`src/rtl/user_au_stream_scheduler.sv`:
```
// user_au_stream_scheduler
//   Paces audio samples from the audio interface into the LPF/HPF filter
//   cascade. Samples are released at most once per programmable sample period.
//   Samples that arrive early wait in a small FIFO. The number of samples
//   inside the cascade is capped by snooping the cascade's return handshake.
//
// Ports
//   clk_i, rst_ni            clock, asynchronous active-low reset
//   cfg_en_i                 scheduler enable
//   cfg_period_i             a tick occurs every cfg_period_i+1 cycles
//   cfg_max_inflight_i       cap on samples in the cascade (0 means 15)
//   clear_i                  clears the sticky flags and the missed-slot counter
//   in_data_i/valid_i/ready_o  sample stream from the audio interface
//   fil_data_o/valid_o/ready_i sample stream into the filter cascade
//   ret_valid_i/ret_ready_i  snooped output handshake of the cascade
//   fifo_level_o             FIFO occupancy
//   inflight_o               samples launched but not yet returned
//   missed_cnt_o             saturating count of missed sample slots
//   overrun_o                sticky: input offered while the FIFO was full
//   proto_err_o              sticky: return seen with nothing in flight
module user_au_stream_scheduler #(
  parameter int unsigned DataWidth   = 32,
  parameter int unsigned Depth       = 4,
  parameter int unsigned PeriodWidth = 16,
  parameter int unsigned CntWidth    = 16,
  localparam int unsigned PtrWidth   = $clog2(Depth),
  localparam int unsigned LvlWidth   = $clog2(Depth) + 1
) (
  input  logic                   clk_i,
  input  logic                   rst_ni,
  input  logic                   cfg_en_i,
  input  logic [PeriodWidth-1:0] cfg_period_i,
  input  logic [3:0]             cfg_max_inflight_i,
  input  logic                   clear_i,
  input  logic [DataWidth-1:0]   in_data_i,
  input  logic                   in_valid_i,
  output logic                   in_ready_o,
  output logic [DataWidth-1:0]   fil_data_o,
  output logic                   fil_valid_o,
  input  logic                   fil_ready_i,
  input  logic                   ret_valid_i,
  input  logic                   ret_ready_i,
  output logic [LvlWidth-1:0]    fifo_level_o,
  output logic [3:0]             inflight_o,
  output logic [CntWidth-1:0]    missed_cnt_o,
  output logic                   overrun_o,
  output logic                   proto_err_o
);

  // FIFO storage is not reset: the pointers and level define what is valid.
  logic [DataWidth-1:0]   mem_q [Depth];
  logic [PtrWidth-1:0]    wr_ptr_q, wr_ptr_d;
  logic [PtrWidth-1:0]    rd_ptr_q, rd_ptr_d;
  logic [LvlWidth-1:0]    level_q, level_d;

  logic [PeriodWidth-1:0] cnt_q, cnt_d;
  logic                   pending_q, pending_d;
  logic                   fil_valid_q, fil_valid_d;
  logic [DataWidth-1:0]   fil_data_q, fil_data_d;
  logic [3:0]             inflight_q, inflight_d;
  logic [CntWidth-1:0]    missed_q, missed_d;
  logic                   overrun_q, overrun_d;
  logic                   proto_err_q, proto_err_d;

  logic       fifo_full, fifo_empty;
  logic       push, launch, tick, ret, missed_slot;
  logic [3:0] cap;

  assign fifo_full  = (level_q == LvlWidth'(Depth));
  assign fifo_empty = (level_q == '0);
  // Push is blocked while full. A pop in the same cycle does not free a slot.
  assign push       = in_valid_i & ~fifo_full;
  assign cap        = (cfg_max_inflight_i == 4'd0) ? 4'd15 : cfg_max_inflight_i;
  assign tick       = cfg_en_i & (cnt_q == cfg_period_i);
  // Launch only into an idle output register. This gives a 2-cycle minimum spacing.
  assign launch     = cfg_en_i & pending_q & ~fifo_empty & ~fil_valid_q &
                      (inflight_q < cap);
  assign ret        = ret_valid_i & ret_ready_i;
  // A tick that lands on an unconsumed slot is lost, unless that slot launches now.
  assign missed_slot = tick & pending_q & ~launch;

  always_comb begin
    wr_ptr_d    = wr_ptr_q;
    rd_ptr_d    = rd_ptr_q;
    level_d     = level_q;
    cnt_d       = cnt_q;
    pending_d   = pending_q;
    fil_valid_d = fil_valid_q;
    fil_data_d  = fil_data_q;
    inflight_d  = inflight_q;
    missed_d    = missed_q;
    overrun_d   = overrun_q;
    proto_err_d = proto_err_q;

    // Period counter. If the period shrinks below the current count, the
    // counter free-runs through all-ones and wraps back to 0.
    if (!cfg_en_i) begin
      cnt_d = '0;
    end else if (tick) begin
      cnt_d = '0;
    end else begin
      cnt_d = cnt_q + PeriodWidth'(1);
    end

    if (!cfg_en_i) begin
      pending_d = 1'b0;
    end else begin
      pending_d = tick | (pending_q & ~launch);
    end

    // FIFO pointers and level
    if (push) begin
      wr_ptr_d = wr_ptr_q + PtrWidth'(1);
    end
    if (launch) begin
      rd_ptr_d = rd_ptr_q + PtrWidth'(1);
    end
    case ({push, launch})
      2'b10:   level_d = level_q + LvlWidth'(1);
      2'b01:   level_d = level_q - LvlWidth'(1);
      default: level_d = level_q;
    endcase

    // Output register: hold until the cascade accepts
    if (launch) begin
      fil_valid_d = 1'b1;
      fil_data_d  = mem_q[rd_ptr_q];
    end else if (fil_valid_q && fil_ready_i) begin
      fil_valid_d = 1'b0;
    end

    // In-flight accounting. A simultaneous launch and return cancel out.
    if (launch && !ret) begin
      inflight_d = inflight_q + 4'd1;
    end else if (!launch && ret) begin
      if (inflight_q == 4'd0) begin
        proto_err_d = 1'b1;
      end else begin
        inflight_d = inflight_q - 4'd1;
      end
    end

    if (missed_slot && (missed_q != '1)) begin
      missed_d = missed_q + CntWidth'(1);
    end

    if (in_valid_i && fifo_full) begin
      overrun_d = 1'b1;
    end

    // Clear takes priority over any set or increment in the same cycle
    if (clear_i) begin
      overrun_d   = 1'b0;
      proto_err_d = 1'b0;
      missed_d    = '0;
    end
  end

  always_ff @(posedge clk_i) begin
    if (push) begin
      mem_q[wr_ptr_q] <= in_data_i;
    end
  end

  always_ff @(posedge clk_i or negedge rst_ni) begin
    if (!rst_ni) begin
      wr_ptr_q    <= '0;
      rd_ptr_q    <= '0;
      level_q     <= '0;
      cnt_q       <= '0;
      pending_q   <= 1'b0;
      fil_valid_q <= 1'b0;
      fil_data_q  <= '0;
      inflight_q  <= 4'd0;
      missed_q    <= '0;
      overrun_q   <= 1'b0;
      proto_err_q <= 1'b0;
    end else begin
      wr_ptr_q    <= wr_ptr_d;
      rd_ptr_q    <= rd_ptr_d;
      level_q     <= level_d;
      cnt_q       <= cnt_d;
      pending_q   <= pending_d;
      fil_valid_q <= fil_valid_d;
      fil_data_q  <= fil_data_d;
      inflight_q  <= inflight_d;
      missed_q    <= missed_d;
      overrun_q   <= overrun_d;
      proto_err_q <= proto_err_d;
    end
  end

  assign in_ready_o   = ~fifo_full;
  assign fil_data_o   = fil_data_q;
  assign fil_valid_o  = fil_valid_q;
  assign fifo_level_o = level_q;
  assign inflight_o   = inflight_q;
  assign missed_cnt_o = missed_q;
  assign overrun_o    = overrun_q;
  assign proto_err_o  = proto_err_q;

endmodule
```
`config.mk`:
```
export PLATFORM = sky130hd
export DESIGN_NAME = user_au_stream_scheduler
export DESIGN_NICKNAME = d
export VERILOG_FILES = /design/src/rtl/user_au_stream_scheduler.sv
export SDC_FILE = /design/constraint.sdc
export NUM_CORES = 1
export LEC_CHECK = 0
export CORE_MARGIN = 2
export CORE_UTILIZATION = 40
export CTS_BUF_LIST = sky130_fd_sc_hd__clkbuf_8 sky130_fd_sc_hd__clkbuf_16
export DETAILED_ROUTE_END_ITERATION = 12
export PLACE_DENSITY = 0.6
export SYNTH_ARGS = -nofsm -noshare
export SYNTH_HDL_FRONTEND = slang
export SYNTH_SLANG_ARGS = --single-unit
```
`constraint.sdc`:
```
create_clock -name clk_i -period 4.1 [get_ports clk_i]
set_input_delay 0.615 -clock clk_i [delete_from_list [all_inputs] [get_ports clk_i]]
set_output_delay 0.615 -clock clk_i [all_outputs]
set_load 0.02 [all_outputs]
```
Yosys cells after proc, flatten, opt, wreduce, memory -nomap -nowiden
Memory sizes are Yosys's and may differ from the RTL's. A register that Yosys moved wholly into a read port is not among the register bits.
Cells that the tools add are included.
{"block": "totals", "n_memories": 1, "romBits": 0, "regBits": 47, "in_bits": 60, "latch_bits": 0, "ram_bits": 128}
{"block": "op_classes", "eq_ne": 7, "n_shift": 0, "add_sub_neg": 8, "magnitude_cmp": 1, "n_div": 0, "reduce_logical": 20, "mux": 20, "bitwise": 15, "mul": 0}
{"name": "mem_q", "words": 4, "word_bits": 32, "read_ports": 1, "rd_clocked_by_memory_dff": 1, "write_ports": 1, "line_no": "51", "text": "logic [DataWidth-1:0] mem_q [Depth];"}
{"op": "16-bit 2-to-1 mux", "n": 4}
{"op": "16-bit by 1-bit adder with 16-bit output (second input constant)", "n": 2}
{"op": "16-bit == test", "n": 1}
{"op": "4-bit 2-to-1 mux", "n": 4}
{"op": "16-bit inequality test (second input constant)", "n": 1}
{"op": "2-bit nonzero test", "n": 7}
{"op": "1-bit 2-to-1 mux", "n": 11}
{"op": "1-bit bitwise AND", "n": 10}
{"op": "4-bit logical NOT", "n": 2}
{"op": "3-bit case mux with 2 select lines", "n": 1}
{"op": "1-bit logical AND", "n": 5}
{"op": "2-bit by 1-bit adder with 2-bit output (second input constant)", "n": 2}
{"op": "4-bit by 1-bit adder with 4-bit output (second input constant)", "n": 1}
{"op": "4-bit < comparator", "n": 1}
{"op": "2-bit inequality test (second input constant)", "n": 2}
{"op": "1-bit NOT", "n": 4}
{"op": "4-bit by 1-bit subtractor with 4-bit output (second input constant)", "n": 1}
{"op": "3-bit by 1-bit adder with 3-bit output (second input constant)", "n": 1}
{"op": "3-bit == test (second input constant)", "n": 1}
{"op": "1-bit logical NOT", "n": 3}
{"op": "3-bit logical NOT", "n": 1}
{"op": "3-bit AND reduction", "n": 1}
{"op": "3-bit by 1-bit subtractor with 3-bit output (second input constant)", "n": 1}
{"op": "2-bit by 1-bit == test with 1-bit output (second input constant)", "n": 1}
{"op": "3 further kinds", "n": 3}

Longest topological paths before layout
{"block": "logic_depth", "word_depth": 10, "depth_mapped": 16, "depth_no_buf": 14}

Least setup slack after synthesis
No wires, ideal clock.
{"block": "synth_timing", "kind": "input -> register", "startpoint": "input port cfg_max_inflight_i[0]", "endpoint": "register inflight_q[3] (netlist: inflight_o[3])", "path_buffers": 2, "required_ns": 3.968, "arrival_time_ns": 3.455, "slack_ns": 0.513, "cell_stages": 16, "cell_sequence": "nor3_1 nor2_1 ha_1 a21o_1 a2111oi_0 and2_1 buf_2 buf_4 ha_1 inv_1 ha_1 a21o_1 a21oi_1 xnor2_1 nor2_1 xor2_1"}
{"block": "synth_via", "elab_chain_cells": 8, "word_cells_on_any_way": 11}
{"item": "start: declaration", "line_no": "33", "text": "input logic [3:0] cfg_max_inflight_i,"}
{"item": "4-bit logical NOT", "line_no": "73", "text": "assign cap = (cfg_max_inflight_i == 4'd0) ? 4'd15 : cfg_max_inflight_i;"}
{"item": "4-bit 2-to-1 mux *", "line_no": "73"}
{"item": "4-bit < comparator *", "line_no": "77", "text": "(inflight_q < cap);"}
{"item": "1-bit bitwise AND *", "line_no": "76", "text": "assign launch = cfg_en_i & pending_q & ~fifo_empty & ~fil_valid_q &"}
{"item": "1-bit logical NOT", "line_no": "135", "text": "end else if (!launch && ret) begin"}
{"item": "1-bit logical AND", "line_no": "135"}
{"item": "2-bit nonzero test (no source line)"}
{"item": "2-bit AND reduction (no source line)"}
{"item": "end signal: assignment", "line_no": "186", "text": "inflight_q <= inflight_d;"}
{"item": "end: declaration", "line_no": "60", "text": "logic [3:0] inflight_q, inflight_d;"}
Every way passes the cells marked *; elsewhere a longest branch is shown, timed or not.
A chain may end at the register's enable or synchronous reset.

Final worst setup path
{"block": "layout_timing", "startpoint": "input port cfg_max_inflight_i[0]", "endpoint": "register inflight_q[1] (netlist: inflight_o[1])"}
Same word-level chain as after synthesis.

==> metrics.md <==
| Metric | Value |
|---|---|
| Status | finished, final reports clean |
| Die width | 149.7 µm |
| Clock buffer depth | 3 |
| R2R Path Start | inflight_o[2] |
| Vias | ~4800 |
| Number of I/O pins | 119 |
| Final setup violation count | 0 |
| Reg2Reg Setup Slack | 0.93 ns |
| Worst r2r path cells | 9 |
| Setup bufs post-CTS | 0 |
| Initial Util | 0.4062 |
| WL final | between 15000 and 20000 µm |
| H-tree depth | 1 |
| Pre-antenna DRT Iters | 5 |
| Most common cell after layout, fill and taps aside | edfxtp_1 |
| Yosys warns | 0 |
| Complex-gate fraction of the synthesized area | 0.02964 |
| First-pass GRT wire length | between 20000 and 30000 µm |
| Synthesized Nets | slightly below 600 |
| Util after Layout | 0.5114 |
| Die Height | 149.7 µm |
| Die ar. | roughly 22000 µm² |
| Crit path max-delay family | simple AND/OR/NAND/NOR gates |
| Clk Latency, worst-skew pair | 0.51 ns |
| LEAKAGE | between 3 and 4 nW |
| Hold WC Path Type | input port to async pin |
| Crit path launch | cfg_max_inflight_i[0] |
| Post_cts resized | 0 |
| Critical Path Source Type | input port |
| Fmax | 0.2823 GHz |
| Sequential share of the synthesized area | 0.6859 |
| Unique masters post-synth | 40 |
| Seq. cell area | 5823 µm² |
| Clock Sinks | a little over 200 |
| Fin crit period | 3.543 ns |
| Root buf cell | clkbuf_16 |
| Worst Path Buf+Inv | 3 |
| Area of the multi-input gates | 2527 µm² |
| Synthesized area per cell | 16.45 µm² |
| GRT Overall Usage | 0.1607 |
| Final hold viol count | 0 |
| Pwr dens | 498.2 nW/µm² |
| Antenna violations before repair | 2 |
| Remaining antenna violation count | 0 |
| Setup TNS | 0 ns |
| EDFF count, synth | 128 |
| Slowest library cell on the worst path | a2111oi_0 |
| Final worst slack | 0.5574 ns |
| Mapped Cells | 516 |
| Max-cap violation count | 0 |
| Crit end category | flop |
| Cts hold-fix bufs | 0 |
| Post-synthesis register bit count | about 210 |
| Starting DRT DRC Count | about 200 |
| Crit Path Max Fanout | 17 |
| Pin count of the biggest net entering global routing | 50 |
| Slowest stage delay, CP | 0.48 ns |
| Total congestion overflow | 0 |
| Post-synthesis xor/xnor area fraction | 0.04129 |
| GP Congestion | 0.7883 |
| Final Net Count | 720 |
| Post-synth ARST share | 0.3816 |
| Vias per std cell | 5.172 |
| Worst-path clk slew | 0.06 ns |
| Mux contribution to synthesized area | 0.1324 |
| Routed len/inst | 18.88 µm |
| Synth-to-layout area growth | 25.89% |
| Core box area | approximately 21000 µm² |
| WP data arrival | 3.93 ns |
| Worst EP required | 4.49 ns |
| RSZ-0062 raised after global routing | false |
| CTS Buf Count | 22 |
| Layout cells sized above 1 | 0.1788 |
| Post-DP HPWL | roughly 11000 µm |
| Post-Synth Simple-Gate Area | 0.06842 |
| Most frequent cells in the layout | edfxtp_1 (128), clkdlybuf4s50_1 (117), dfrtp_1 (77), mux2_2 (34), mux4_2 (32) |
| Adder-Cell Fraction of Synth Area | 0.02536 |
| TritonCTS clock tree | done |
| FP Rows | 53 |
| Largest family of logic cells by synthesized area | multiplexers |
| Netlist area before placement | 8486 µm² |
| Crit-path cells | clkdlybuf4s50_1, nor3_1, nor2_1, ha_1, a21o_1, a2111oi_0, and2_2, buf_4, inv_1, ha_1, or2_2, mux2_2 |
| Slew headroom | 0.3498 |
| # DRC | 0 |
| Peak VDD IR | between 0.3 and 0.4 mV |
| Tot Pwr | 5.322 mW |
| Critical Path Most Common Cell | ha_1 |
| Vias in the first global route | 5067 |
| Fillers | 1787 |
| Period utilisation layout | 0.8641 |
| Main synth FF type | edfxtp_1 |
| Pre-CTS setup slack | 0.08548 ns |
| Critical path type | input port to flop |
| R2R Path End | inflight_o[1] |
| Final Max Slew Viols | 0 |
| Worst-margin pin slew | 0.9754 ns |
| Clock skew | 0.01489 ns |
| PortBufs | 118 |
-- cell usage after synthesis, types with 7 or more instances --
master / number / area (µm²)
o21ai_0: 9 / 45.04
inv_1: 14 / 52.55
ha_1: 14 / 175.2
nand3_1: 19 / 95.09
or4_1: 9 / 67.56
and3_1: 9 / 56.30
xor2_1: 15 / 131.4
mux4_2: 32 / 720.7
nor2_1: 31 / 116.4
xnor2_1: 25 / 219.0
dfrtp_1: 79 / 1977
a21oi_1: 16 / 80.08
o31ai_1: 8 / 60.06
nand2_1: 16 / 60.06
edfxtp_1: 128 / 3844
nand4_1: 9 / 56.30
clkbuf_1: 7 / 26.28
mux2_2: 34 / 382.9
-- through the flow --
stage | cell area, µm² | instances | hold slack (ns)
6_report | 10680 | 936 | 0.1639
5_1_grt | 10680 | 935 | 0.2120
4_1_cts | 10680 | 935 | 0.1899
3_5_place_dp | 9956 | 895 | 0.4946
3_3_place_gp | 9956 | 895 | 0.4915
2_1_floorplan | 8486 | 516 | 0.3194
-- worst max-delay path by stage --
stage	endpoint	slack [ns]	cells past startpoint
after detailed placement	inflight_o[1]	0.09	12
final	inflight_o[1]	0.56	12
after CTS	inflight_o[1]	0.61	12
after global placement	inflight_o[1]	0.13	12
after global routing	fifo_level_o[2]	0.39	14
after floorplan	inflight_o[3]	0.51	16
-- final cells by class --
| cell class | count | area share |
|---|---|---|
| sequential | 207 | 0.5451 |
| multi-input combinational | 277 | 0.2366 |
| timing repair buffer | 122 | 0.1131 |
| clock buffer | 31 | 0.06313 |
| tap | 275 | 0.03221 |
| inverter | 14 | 0.004919 |
| clock inverter | 9 | 0.004685 |
| antenna | 1 | 0.0002342 |
-- state kept, by name, indices dropped and copies added (netlist names) --
name and count:
proto_err_o 1, fil_data_o 32, mem_q 128, wr_ptr_q 2, rd_ptr_q 2, overrun_o 1
fil_valid_o 1, fifo_level_o 3, missed_cnt_o 16, cnt_q 16, pending_q 1, inflight_o 4
-- where the power goes --
part	internal, mW	total [mW]	switching [mW]
clock	1.14	1.92	0.781
combinational	0.302	0.711	0.409
sequential	2.56	2.69	0.128
-- cell families after synthesis --
| family | Yosys count |
|---|---|
| compound gates | 41 |
| xor+xnor | 40 |
| fa+ha+maj | 16 |
| buf+inv | 32 |
| flops | 207 |
| mux | 68 |
| simple gates | 112 |
-- per-layer routing --
metal,up-vias,track usage,share of wire
met2,132,0.2706,0.49
met5,-,0,0
met4,0,0.04245,0.022
li1,2223,-,-
met1,2456,0.2039,0.42
met3,30,0.04848,0.072
Note: power is estimated with default switching activity, not from simulation.
